### src/rtl/timer.sv
// ---------------------------------------------------------------------------
// timer: periodic / one-shot interval timer.
//
// The interval TIMER_PERIOD_ns is converted into N = TIMER_PERIOD_ns /
// CLK_PERIOD_ns clock cycles. While start is held high the timer runs freely
// and emits a one-cycle done tick every N cycles. If start is low when the
// terminal count is reached, the current interval completes with a single
// tick and the timer returns to idle.
//
// Ports
//   clk          rising-edge clock
//   resetn       asynchronous active-low reset
//   sync_resetn  synchronous active-low clear (same effect as reset)
//   enable       count enable; low freezes state/count and forces done low
//   start        level-sensitive run request
//   done         registered one-cycle tick per completed interval
// ---------------------------------------------------------------------------
module timer #(
  parameter int CLK_PERIOD_ns   = 20,
  parameter int TIMER_PERIOD_ns = 100
) (
  input  logic clk,
  input  logic resetn,
  input  logic sync_resetn,
  input  logic enable,
  input  logic start,
  output logic done
);

  localparam int N  = TIMER_PERIOD_ns / CLK_PERIOD_ns;
  localparam int CW = (N > 1) ? $clog2(N) : 1;

  // The interval must be a whole, non-zero number of clock cycles.
  if (CLK_PERIOD_ns <= 0 || N < 1 || (N * CLK_PERIOD_ns) != TIMER_PERIOD_ns) begin : g_bad_period
    $error("timer: TIMER_PERIOD_ns must be a positive integer multiple of CLK_PERIOD_ns");
  end

  localparam logic [CW-1:0] RELOAD = CW'(N - 1);

  localparam logic [0:0] IDLE = 1'b0;
  localparam logic [0:0] RUN  = 1'b1;

  logic [0:0]    state;
  logic [CW-1:0] cnt;

  always_ff @(posedge clk or negedge resetn) begin
    if (!resetn) begin
      state <= IDLE;
      cnt   <= '0;
      done  <= 1'b0;
    end else if (!sync_resetn) begin
      state <= IDLE;
      cnt   <= '0;
      done  <= 1'b0;
    end else if (!enable) begin
      // Frozen: state and count hold, so the interval stretches.
      done <= 1'b0;
    end else begin
      case (state)
        IDLE: begin
          done <= 1'b0;
          if (start) begin
            state <= RUN;
            cnt   <= RELOAD;
          end
        end
        default: begin
          if (cnt != '0) begin
            cnt  <= cnt - 1'b1;
            done <= 1'b0;
          end else begin
            done <= 1'b1;
            // Terminal count: reload with no gap if still requested,
            // otherwise this was a one-shot.
            if (start) cnt   <= RELOAD;
            else       state <= IDLE;
          end
        end
      endcase
    end
  end

endmodule

### config.mk
export PLATFORM = sky130hd
export DESIGN_NAME = timer
export DESIGN_NICKNAME = d
export VERILOG_FILES = /design/src/rtl/timer.sv
export SDC_FILE = /design/constraint.sdc
export NUM_CORES = 1
export LEC_CHECK = 0
export CAP_MARGIN = 20
export CORE_AREA = 2 2 39 41
export DETAILED_ROUTE_END_ITERATION = 8
export DIE_AREA = 0 0 41 43
export GPL_TIMING_DRIVEN = 0
export SYNTH_ARGS = -nofsm -noshare
export SYNTH_HDL_FRONTEND = slang
export SYNTH_SLANG_ARGS = --single-unit
### constraint.sdc
create_clock -name clk -period 2.7 [get_ports clk]
set_input_delay 0.405 -clock clk [delete_from_list [all_inputs] [get_ports clk]]
set_output_delay 0.405 -clock clk [all_outputs]
set_load 0.05 [all_outputs]
==> summary.md <==
| Metric | Value |
|---|---|
| Maximum number of pins on one net before global-route repair | `7` |
| Startpoint kind of the worst setup timing path | `flop` |
| Share of post-route cells with drive strength above 1 | `around 13%` |
| Leading cell types by total area after synthesis | `sky130_fd_sc_hd__dfrtp_1, sky130_fd_sc_hd__ha_1, sky130_fd_sc_hd__nand3_1` |
| Total power density per cell area | `between 500 and 600 mW/mm²` |
| Count of cells along the worst register-to-register path | `5` |
| Detail Route Antenna Nets | `0` |
| Max-slew headroom | `67.39%` |
| Area after detailed placement | `359.1 µm²` |
| Highest clock rate | `roughly 0.57 GHz` |
| Net count of the finished layout | `47` |
| Leading cell types in the layout, fill and taps excluded | `sky130_fd_sc_hd__dfrtp_1, sky130_fd_sc_hd__clkdlybuf4s50_1` |
| Number of buffers on the longest clock path | `2` |
| Cell count after synthesis | `30` |
| Worst Path Max Fanout | `1` |
| DRC | `0` |
| Longest individual stage delay on the worst path | `around 790 ps` |
| Maximum resistive drop on vdd | `0.2807 mV` |
| Clock transition at the registers of the reported paths | `50 ps` |
| Worst reg2reg path startpoint | `cnt[0]` |
| Detailed Routing Iterations Pass 1 | `2` |
| RSZ-0062 raised after global routing | `no` |
| Setup slack on the worst flop-to-flop path | `between 1000 and 1500 ps` |
| Vias | `between 200 and 250` |
| Fin crit period | `between 1500 and 2000 ps` |
| Initial DRC Count | `1` |
| DPL Wire Length | `between 400 and 500 µm` |
| Number of ports placed on the die boundary | `6` |
| Number of global-route vias before repair | `~230` |
| Row count | `14` |
| Placeable core region | `between 0.001 and 0.0015 mm²` |
| Slew Limit Fails | `0` |
| CTS Sinks | `5` |
| Clock root cell | `sky130_fd_sc_hd__clkbuf_4` |
| Final RePlAce weighted congestion | `0.7692` |
| Post-Syn Nets | `37` |
| Number of endpoints failing setup at the final stage | `0` |
| Yosys reg bits | `5` |
| Die Span Y | `roughly 43 µm` |
| CTS H-tree lvls | `1` |
| Overflow after GRT | `0` |
| Setup TNS | `0 ps` |
| Via/cell ratio | `~4.3` |
| Tightest Pin Transition | `a little under 500 ps` |
| Global-route wire length before repair | `a little over 900 µm` |
| Setup skew after layout | `8.465 ps` |
| Top cell type's share of synthesized area | `between 40 and 50%` |
| Critical Path AT | `1350 ps` |
| Worst-Skew Late Latency | `~250 ps` |
| Critical path endpoint category | `output port` |
| Leakage | `~0.16 nW` |
| Sequential-to-total area share from yosys stat | `43.29%` |
| Critical Path Stages | `1` |
| Initial antenna violation count | `0` |
| Total standard cell area after synthesis | `roughly 290 µm²` |
| CTS Buf Count | `3` |
| Crit path kind | `reg -> out` |
| Count of inserted antenna diode cells | `0` |
| Critical path data required time | `around 2300 ps` |
| Finished Cell Area | `approximately 390 µm²` |
| Final wirelength | `approximately 570 µm` |
| Maxcap violations | `0` |
| Worst flop-to-flop path endpoint | `cnt[1]` |
| Syn-to-layout area delta | `33.33%` |
| Clock tree from TritonCTS | `done` |
| Series of cell instances along the critical path | `clkdlybuf4s50_1` |
| Mean routed wirelength per cell | `slightly above 10 µm` |
| Outcome | `finished clean` |
| Crit path launch | `done` |
| CTS-repair resized insts | `0` |
| Buffer and inverter count on the worst path | `1` |
| Number of distinct library cells after synthesis | `19` |
| Crit-path leading delay family | `buffers and inverters` |
| Effective utilization at floorplan | `a little over a fifth` |
| Hold Vio Cnt, Final | `0` |
| Capture point of the critical path | `done` |
| Final period utilization | `roughly 65%` |
| Classification of the worst-slack hold path | `in -> async` |
| All-layer global routing usage | `8.350%` |
| Buffers inserted by post-CTS timing repair | `0` |
| Die area | `between 0.0015 and 0.002 mm²` |
| Dominant cell type by area after synthesis | `sky130_fd_sc_hd__dfrtp_1` |
| Count of synthesis-stage warnings from yosys | `0` |
| Slowest-stage cell, CP | `sky130_fd_sc_hd__clkdlybuf4s50_1` |
| Synthesized area divided by synthesized cell count | `9.634 µm²` |
| Hold-fix buffers, CTS | `0` |
| Die X | `between 40 and 50 µm` |
| Count of input and output buffers | `5` |
[layer usage]
| metal | track usage [%] | share of wire, % | vias up |
|---|---|---|---|
| met4 | 0 | 0 | 0 |
| li1 | - | - | 122 |
| met1 | 10.03 | 53 | 105 |
| met5 | 0 | 0 | - |
| met2 | 10.63 | 38 | 7 |
| met3 | 9.424 | 9.1 | 0 |
[where the power goes]
group | switching (mW) | total (mW) | internal [mW]
sequential | 0.00293 | 0.0811 | 0.0782
clock | 0.0329 | 0.0890 | 0.0560
combinational | 0.0130 | 0.0250 | 0.0121
total | 0.0488 | 0.195 | 0.146
[final cells by class]
cell class,count,area [µm²]
inverters,3,11.26
flip-flops and latches,5,125.1
repair buffers,5,50.05
multi-input cells,22,152.6
clock buffers,4,26.28
fillers,153,998.5
well taps,16,20.02
[kinds of logic after synthesis]
family                   share of synthesized area (%)
AND/OR/NAND/NOR                                  22.51
adder cells (fa/ha/maj)                          8.657
multiplexers                                     3.463
AO/OA/AOI/OAI                                    18.18
buffers and inverters                            3.896
flip-flops                                       43.29
[through the flow]
stage | utilization [%] | total power [mW] | worst slack (ps) | hold slack, ps | instances
floorplan | - | 0.09410 | 1466 | 109.4 | 30
global placement | 25.95 | 0.1069 | 1101 | 547.1 | 51
detailed placement | 25.95 | 0.1072 | 1114 | 551.0 | 51
CTS | 27.85 | 0.1988 | 931.8 | 392.8 | 55
global route | 27.85 | 0.2107 | 898.3 | 395.9 | 55
finish | 27.85 | 0.1951 | 942.8 | 387.4 | 55
[how the worst min path moves through the flow]
stage | from | to | slack, ps | depth (start not counted)
2_1_floorplan | resetn | cnt[0] | 110 | 0
3_3_place_gp | cnt[1] | cnt[1] | 550 | 2
3_5_place_dp | cnt[1] | cnt[1] | 550 | 2
4_1_cts | resetn | state | 390 | 1
5_1_grt | resetn | done | 400 | 1
6_report | resetn | state | 390 | 1
[cell usage after synthesis]
cell and count:
sky130_fd_sc_hd__o211ai_1 1, sky130_fd_sc_hd__nand3b_1 1, sky130_fd_sc_hd__mux2i_1 1, sky130_fd_sc_hd__a21oi_1 1, sky130_fd_sc_hd__nand3_1 3, sky130_fd_sc_hd__o311a_1 1
sky130_fd_sc_hd__dfrtp_1 5, sky130_fd_sc_hd__nor2_1 1, sky130_fd_sc_hd__nand2_1 1, sky130_fd_sc_hd__nand2b_1 1, sky130_fd_sc_hd__ha_1 2, sky130_fd_sc_hd__a21boi_1 1
sky130_fd_sc_hd__a21boi_0 1, sky130_fd_sc_hd__nor2b_2 1, sky130_fd_sc_hd__inv_1 3, sky130_fd_sc_hd__or3_1 1, sky130_fd_sc_hd__nand2_2 1, sky130_fd_sc_hd__o21ai_0 3
sky130_fd_sc_hd__and2b_1 1
[registers in the layout, indices dropped and copies added, names as in the netlist]
name,flops
done,1
state,1
cnt,3
Power figures use the tool's default switching activity.
